--- src/rtl/matrix_operand_loader_if.sv ---
// Handshake bundle between the element stream, the operand loader and the matrix multiplier.
interface matrix_operand_loader_if #(
  parameter int unsigned ELEM_W = 16,
  parameter int unsigned DIM    = 4,
  parameter int unsigned CNT_W  = 16
);
  localparam int unsigned BUS_W = ELEM_W * DIM * DIM;

  logic [ELEM_W-1:0] in_data;
  logic              in_valid;
  logic              in_ready;
  logic              in_last;
  logic [BUS_W-1:0]  out_bus;
  logic              out_valid;
  logic              out_ready;
  logic              out_is_b;
  logic              err_len;
  logic [CNT_W-1:0]  pair_count;

  // Environment side: feeds elements, consumes operands.
  modport master (
    output in_data, in_valid, in_last, out_ready,
    input  in_ready, out_bus, out_valid, out_is_b, err_len, pair_count
  );

  // Loader side.
  modport slave (
    input  in_data, in_valid, in_last, out_ready,
    output in_ready, out_bus, out_valid, out_is_b, err_len, pair_count
  );
endinterface

--- src/rtl/matrix_operand_loader.sv ---
// Packs 16-bit elements into two matrix words and releases them as a back-to-back A/B pair.
// Optional MATRIX_TRANSPOSE_B_EN: B arrives column-major and is stored row-major.
module matrix_operand_loader #(
  parameter int unsigned ELEM_W = 16,
  parameter int unsigned DIM    = 4,
  parameter int unsigned CNT_W  = 16
) (
  input logic clk,
  input logic rst,
  matrix_operand_loader_if.slave bus
);
  localparam int unsigned NUM_ELEM = DIM * DIM;
  localparam int unsigned IDX_W    = $clog2(NUM_ELEM);
  localparam int unsigned BUS_W    = ELEM_W * NUM_ELEM;
  localparam logic [IDX_W-1:0] LAST_IDX = IDX_W'(NUM_ELEM - 1);

  typedef enum logic [1:0] {FILL_A, FILL_B, SEND_A, SEND_B} state_t;

  state_t            state, stateNext;
  logic [IDX_W-1:0]  elemCnt, elemCntNext;
  logic [IDX_W-1:0]  idxB;
  logic [ELEM_W-1:0] bufA [NUM_ELEM];
  logic [ELEM_W-1:0] bufB [NUM_ELEM];
  logic [BUS_W-1:0]  packA, packB;

  logic wrA, wrB, errSet, pairInc, loadA, loadB;
  logic inReadyNext, outValidNext, outIsBNext;
  logic accept, deliver;

  logic              inReadyQ, outValidQ, outIsBQ, errLenQ;
  logic [CNT_W-1:0]  pairCountQ;
  logic [BUS_W-1:0]  outBusQ;

  assign accept  = bus.in_valid & inReadyQ;
  assign deliver = outValidQ & bus.out_ready;

`ifdef MATRIX_TRANSPOSE_B_EN
  // Column-major element k lands at row k%DIM, column k/DIM.
  assign idxB = IDX_W'((32'(elemCnt) % DIM) * DIM + 32'(elemCnt) / DIM);
`else
  assign idxB = elemCnt;
`endif

  // Flatten buffers into row-major bus words.
  always_comb begin
    packA = '0;
    packB = '0;
    for (int unsigned k = 0; k < NUM_ELEM; k++) begin
      packA[k*ELEM_W +: ELEM_W] = bufA[k];
      packB[k*ELEM_W +: ELEM_W] = bufB[k];
    end
  end

  // Next-state and control decode.
  always_comb begin
    stateNext   = state;
    elemCntNext = elemCnt;
    wrA         = 1'b0;
    wrB         = 1'b0;
    errSet      = 1'b0;
    pairInc     = 1'b0;
    loadA       = 1'b0;
    loadB       = 1'b0;
    unique case (state)
      FILL_A, FILL_B: begin
        if (accept) begin
          if (bus.in_last && (elemCnt != LAST_IDX)) begin
            // Early terminator: drop the partial matrix, refill the same slot.
            errSet      = 1'b1;
            elemCntNext = '0;
          end else begin
            wrA = (state == FILL_A);
            wrB = (state == FILL_B);
            if (elemCnt == LAST_IDX) begin
              elemCntNext = '0;
              errSet      = ~bus.in_last;
              stateNext   = (state == FILL_A) ? FILL_B : SEND_A;
              loadA       = (state == FILL_B);
            end else begin
              elemCntNext = elemCnt + IDX_W'(1);
            end
          end
        end
      end
      SEND_A: begin
        if (deliver) begin
          stateNext = SEND_B;
          loadB     = 1'b1;
        end
      end
      SEND_B: begin
        if (deliver) begin
          stateNext = FILL_A;
          pairInc   = 1'b1;
        end
      end
      default: stateNext = FILL_A;
    endcase
    inReadyNext  = (stateNext == FILL_A) || (stateNext == FILL_B);
    outValidNext = (stateNext == SEND_A) || (stateNext == SEND_B);
    outIsBNext   = (stateNext == SEND_B);
  end

  always_ff @(posedge clk or posedge rst) begin
    if (rst) begin
      state      <= FILL_A;
      elemCnt    <= '0;
      inReadyQ   <= 1'b0;
      outValidQ  <= 1'b0;
      outIsBQ    <= 1'b0;
      errLenQ    <= 1'b0;
      pairCountQ <= '0;
      outBusQ    <= '0;
      for (int unsigned i = 0; i < NUM_ELEM; i++) begin
        bufA[i] <= '0;
        bufB[i] <= '0;
      end
    end else begin
      state     <= stateNext;
      elemCnt   <= elemCntNext;
      inReadyQ  <= inReadyNext;
      outValidQ <= outValidNext;
      outIsBQ   <= outIsBNext;
      if (errSet)  errLenQ    <= 1'b1;
      if (pairInc) pairCountQ <= pairCountQ + CNT_W'(1);
      if (wrA)     bufA[elemCnt] <= bus.in_data;
      if (wrB)     bufB[idxB]    <= bus.in_data;
      if (loadA)      outBusQ <= packA;
      else if (loadB) outBusQ <= packB;
    end
  end

  assign bus.in_ready   = inReadyQ;
  assign bus.out_valid  = outValidQ;
  assign bus.out_is_b   = outIsBQ;
  assign bus.out_bus    = outBusQ;
  assign bus.err_len    = errLenQ;
  assign bus.pair_count = pairCountQ;
endmodule

--- src/flat_wrapper.sv ---
// flat-port wrapper written by rule: the top's interface ports become plain ports
module matrix_operand_loader_flat 
#(
  parameter int unsigned ELEM_W = 16,
  parameter int unsigned DIM    = 4,
  parameter int unsigned CNT_W  = 16
)
  (clk, rst, bus_in_data, bus_in_valid, bus_in_last, bus_out_ready, bus_in_ready, bus_out_bus, bus_out_valid, bus_out_is_b, bus_err_len, bus_pair_count);
  matrix_operand_loader_if #(.ELEM_W(ELEM_W), .DIM(DIM), .CNT_W(CNT_W)) bus_i ();
  input logic clk;
  input logic rst;
  input wire logic [$bits(bus_i.in_data)-1:0] bus_in_data;
  input wire logic [$bits(bus_i.in_valid)-1:0] bus_in_valid;
  input wire logic [$bits(bus_i.in_last)-1:0] bus_in_last;
  input wire logic [$bits(bus_i.out_ready)-1:0] bus_out_ready;
  output wire logic [$bits(bus_i.in_ready)-1:0] bus_in_ready;
  output wire logic [$bits(bus_i.out_bus)-1:0] bus_out_bus;
  output wire logic [$bits(bus_i.out_valid)-1:0] bus_out_valid;
  output wire logic [$bits(bus_i.out_is_b)-1:0] bus_out_is_b;
  output wire logic [$bits(bus_i.err_len)-1:0] bus_err_len;
  output wire logic [$bits(bus_i.pair_count)-1:0] bus_pair_count;
  assign bus_i.in_data = bus_in_data;
  assign bus_i.in_valid = bus_in_valid;
  assign bus_i.in_last = bus_in_last;
  assign bus_i.out_ready = bus_out_ready;
  assign bus_in_ready = bus_i.in_ready;
  assign bus_out_bus = bus_i.out_bus;
  assign bus_out_valid = bus_i.out_valid;
  assign bus_out_is_b = bus_i.out_is_b;
  assign bus_err_len = bus_i.err_len;
  assign bus_pair_count = bus_i.pair_count;
  matrix_operand_loader #(.ELEM_W(ELEM_W), .DIM(DIM), .CNT_W(CNT_W)) u_core (.clk(clk), .rst(rst), .bus(bus_i));
endmodule
--- config.mk ---
export PLATFORM = sky130hd
export DESIGN_NAME = matrix_operand_loader_flat
export DESIGN_NICKNAME = d
export VERILOG_FILES = /design/src/rtl/matrix_operand_loader_if.sv /design/src/rtl/matrix_operand_loader.sv /design/src/flat_wrapper.sv
export SDC_FILE = /design/constraint.sdc
export NUM_CORES = 2
export LEC_CHECK = 0
export CORE_MARGIN = 10
export CORE_UTILIZATION = 64
export CTS_BUF_LIST = sky130_fd_sc_hd__clkbuf_4
export DETAILED_ROUTE_END_ITERATION = 6
export GPL_TIMING_DRIVEN = 0
export PLACE_DENSITY_LB_ADDON = 0.08
export SYNTH_ARGS = -nofsm -noshare
export SYNTH_HDL_FRONTEND = slang
export SYNTH_SLANG_ARGS = --single-unit
--- constraint.sdc ---
create_clock -name clk -period 38.2 [get_ports clk]
set_input_delay 5.73 -clock clk [delete_from_list [all_inputs] [get_ports clk]]
set_output_delay 5.73 -clock clk [all_outputs]
set_load 0.02 [all_outputs]
==> impl_metrics.toml <==
[outcome]
status = "finished with violations"
violations = "capacitance limit, slew limit"

[global_route]
antenna_found_initial = 19
grt_pass1_wl_um = 140500
grt_usage_pct = 31.55
grt_max_degree = 135
grt_overflow = 0
grt_pass1_vias = 22960

[power]
p_per_area_nw_per_um2 = 43.71
p_leak_nw = 20.11
finalPower_mw = 1.686
ir_drop_mv = 0.02800

[logic_synthesis]
synth-edff-count = 0
synth-compound-area-share_pct = 4.346
syn_nets = 2418
synth_top_family_by_area = "multiplexers"
synthMuxAreaShare_pct = 25.81
yosys_warnings = 0
avgSynthCellArea_um2 = 13.50
synth-seq-cells = 794
synth_xor_area_share_pct = 0.4614
syn_area_um2 = 32270
synthAdderAreaFrac_pct = 0.2326
synth.yosys.seq_area_share_pct = 61.57
netlist_instances = 2391
ys.flop_type = "dfrtp_1"
async_flop_share_pct = 100.0
synthSimpleGateAreaFrac_pct = 4.932
synth.distinct_cells = 46

[placement]
dp_hpwl_um = 62090
place_area_um2 = 36240
port_buffers = 295
pre_cts_ws_ns = 29.60
dp_cells = 3364
place.gp.congestion = 0.8821

[floorplan]
rows = 82
die_y_um = 244.6
start_util_pct = 64.59
fp.dieW_um = 244.6
coreArea_um2 = 49970
pin_count = 297
dieArea_um2 = 59810

[route]
first_iter_violations = 1910
drtAntennaViolNets = 0
route.detailed.drc = 0
routed_via_density = 6.003
vias = 22140
first_pass_iters = 5
routed_wl_um = 94030
wire_per_inst_um = 25.50

[flow_run]
drv_cap = 1

[setup_path]
start_kind = "register"
crit_family = "buffers and inverters"
criticalPathCategory = "register to output port"
end_kind = "output port"
critical_path_arrival_ns = 2.30
critPathMaxStageDelay_ns = 0.75
cp_cell_sequence = "clkdlybuf4s50_1"
crit_fanout = 6
crit_path_top_delay_cell = "clkdlybuf4s50_1"
crit_buf_inv = 1
required_ns = 32.47

[final_layout]
instances_no_fill = 3688
design.final.nets = 2915
layout-drive-gt1-share_pct = 29.71
syn_to_final_growth_pct = 19.54
finish.instance_area_um2 = 38580

[clock_tree]
clk_latency_ns = 1.08
post_cts_buffers = 0
clock_path_buffers = 3
cts_tree = "done"
root_buffer = "clkbuf_4"
cts_buffers = 194
ctsResizeCount = 0
ctsHoldBuffers = 0
clock_sinks = 794
htree_levels = 4
cts.reportedPaths.clkPinSlew_ns = 0.06

[sta]
tns_ns = 0
slew_viol_final = 11
fmax_mhz = 124.6
hold_viol = 0
fin_crit_sh_pct = 21.01
finalCriticalPeriod_ns = 8.026
finalClockSkew_ns = 0.04911
rsz0062_at_grt = "false"
max_slew_margin_pct = -2.203
worst_pin_slew_ns = 1.533
setup_viol = 0
setup_ws_ns = 30.17

[worst_hold_path]
hp-class = "register to register"
-- tightest hold or removal path: stages (launching register included) --
cell and delay (ns):
dfrtp_1 0.34, nand2_1 0.05, o21ai_0 0.07
-- cell type report --
cell class	count	area [um2]
Multi-Input combinational cell	1418	11550
Fill cell	3237	11390
Sequential cell	794	19870
Buffer	175	853.3
Clock inverter	31	198.9
Timing Repair Buffer	301	3118
Clock buffer	279	2095
Inverter	4	22.52
Tap cell	672	840.8
Antenna cell	14	35.03
-- path summary, 6_finish.rpt --
path	startpoint	endpoint	slack, ns	cells after the start
worst max register to register	u_core.elemCnt[0]$_DFFE_PP0P_	u_core.bus.out_bus[182]$_DFFE_PP0P_	35.23	6
worst min register to register	u_core.bufA[69]$_DFFE_PP0P_	u_core.bus.out_bus[181]$_DFFE_PP0P_	0.45	2
worst min-delay path	u_core.bufA[69]$_DFFE_PP0P_	u_core.bus.out_bus[181]$_DFFE_PP0P_	0.45	2
max in group asynchronous	rst	u_core.bufA[249]$_DFFE_PP0P_	31.34	4
worst max-delay path	u_core.bus.in_ready$_DFF_PP0_	bus_in_ready	30.17	1
min in group asynchronous	rst	u_core.bufB[143]$_DFFE_PP0P_	5.19	2
-- power breakdown --
group	switching (mW)	total (mW)	internal, mW	leakage, nW
sequential	0.0239	0.910	0.886	10.9
combinational	0.0565	0.0979	0.0414	7.77
clock	0.329	0.678	0.350	1.39
-- layout by cell type (no fill, tap or decap), drive strengths merged, types with 3 or more instances in the layout --
| cell type | instances |
|---|---|
| dfrtp | 794 |
| mux2 | 512 |
| clkbuf | 383 |
| clkdlybuf4s50 | 295 |
| nand2 | 289 |
| o21ai | 260 |
| mux2i | 256 |
| buf | 77 |
| clkinv | 20 |
| nor2 | 18 |
| diode | 14 |
| nand3 | 11 |
| inv | 11 |
| xnor2 | 10 |
| xor2 | 7 |
| nand4 | 7 |
| ha | 6 |
| nor2b | 4 |
| and3 | 4 |
| nor3 | 4 |
| and4 | 3 |
| nand2b | 3 |
| bufinv | 3 |
| nor3b | 3 |
| nor4 | 3 |
-- registers in the layout (all words and copies together), names as in the netlist --
| signal | count |
|---|---|
| u_core.bus.out_valid | 1 |
| u_core.elemCnt | 4 |
| u_core.bus.in_ready | 1 |
| u_core.bufA | 256 |
| u_core.state | 2 |
| u_core.bufB | 256 |
| u_core.bus.pair_count | 16 |
| u_core.bus.out_bus | 256 |
| u_core.bus.err_len | 1 |
| u_core.bus.out_is_b | 1 |
-- synth_stat cells, types with 2 or more instances --
master	n	area [um2]
inv_1	4	15.01
mux2_1	19	214.0
a21oi_1	2	10.01
mux2i_1	256	2562
clkbuf_1	104	390.4
o21a_1	2	15.01
nand3_2	3	30.03
nor3_1	2	10.01
dfrtp_1	794	19870
nand3_1	8	40.04
buf_1	4	15.01
xor2_1	7	61.31
nand2_1	286	1074
o21ai_0	230	1151
nor2_1	9	33.78
o21ai_1	30	150.1
buf_2	46	230.2
ha_1	6	75.07
a21o_1	2	15.01
mux2_2	493	5552
and4_1	3	26.28
buf_4	8	60.06
and2_1	2	12.51
nor4_2	2	25.02
nor3b_4	2	37.54
nand2b_1	3	18.77
nor2b_1	4	25.02
xnor2_1	10	87.58
nor2_2	9	56.30
nand2_2	3	18.77
buf_6	13	146.4
nand4_1	7	43.79
nor3_2	2	20.02
and3_1	4	25.02
-- layer usage --
metal	vias up	part of all wire (%)	GRT usage (%)	wire [um]
li1	9406	-	-	-
met5	-	0.095	0	89
met4	12	2.9	13.35	2700
met2	1008	48	48.81	44920
met3	190	9.2	9.854	8635
met1	11520	40	40.85	37680
-- kinds of logic (layout without fill, tap and decap cells) --
kind of cell / after synthesis / in the layout
other: 0 / 14
adders and majority gates: 6 / 6
buffers and inverters: 179 / 790
AOI/OAI and AO/OA: 271 / 271
and+or+nand+nor: 356 / 356
muxes: 768 / 768
xor gates and xnor gates: 17 / 17
DFF: 794 / 794
-- through the flow --
stage	utilization, %	hold WS (ns)
after floorplan	-	0.4428
after global placement	72.18	0.4529
after detailed placement	72.54	0.4571
after CTS	77.13	0.4630
after global routing	77.17	0.4821
final	77.21	0.4512
No activity file was read; power rests on OpenSTA's default activity.
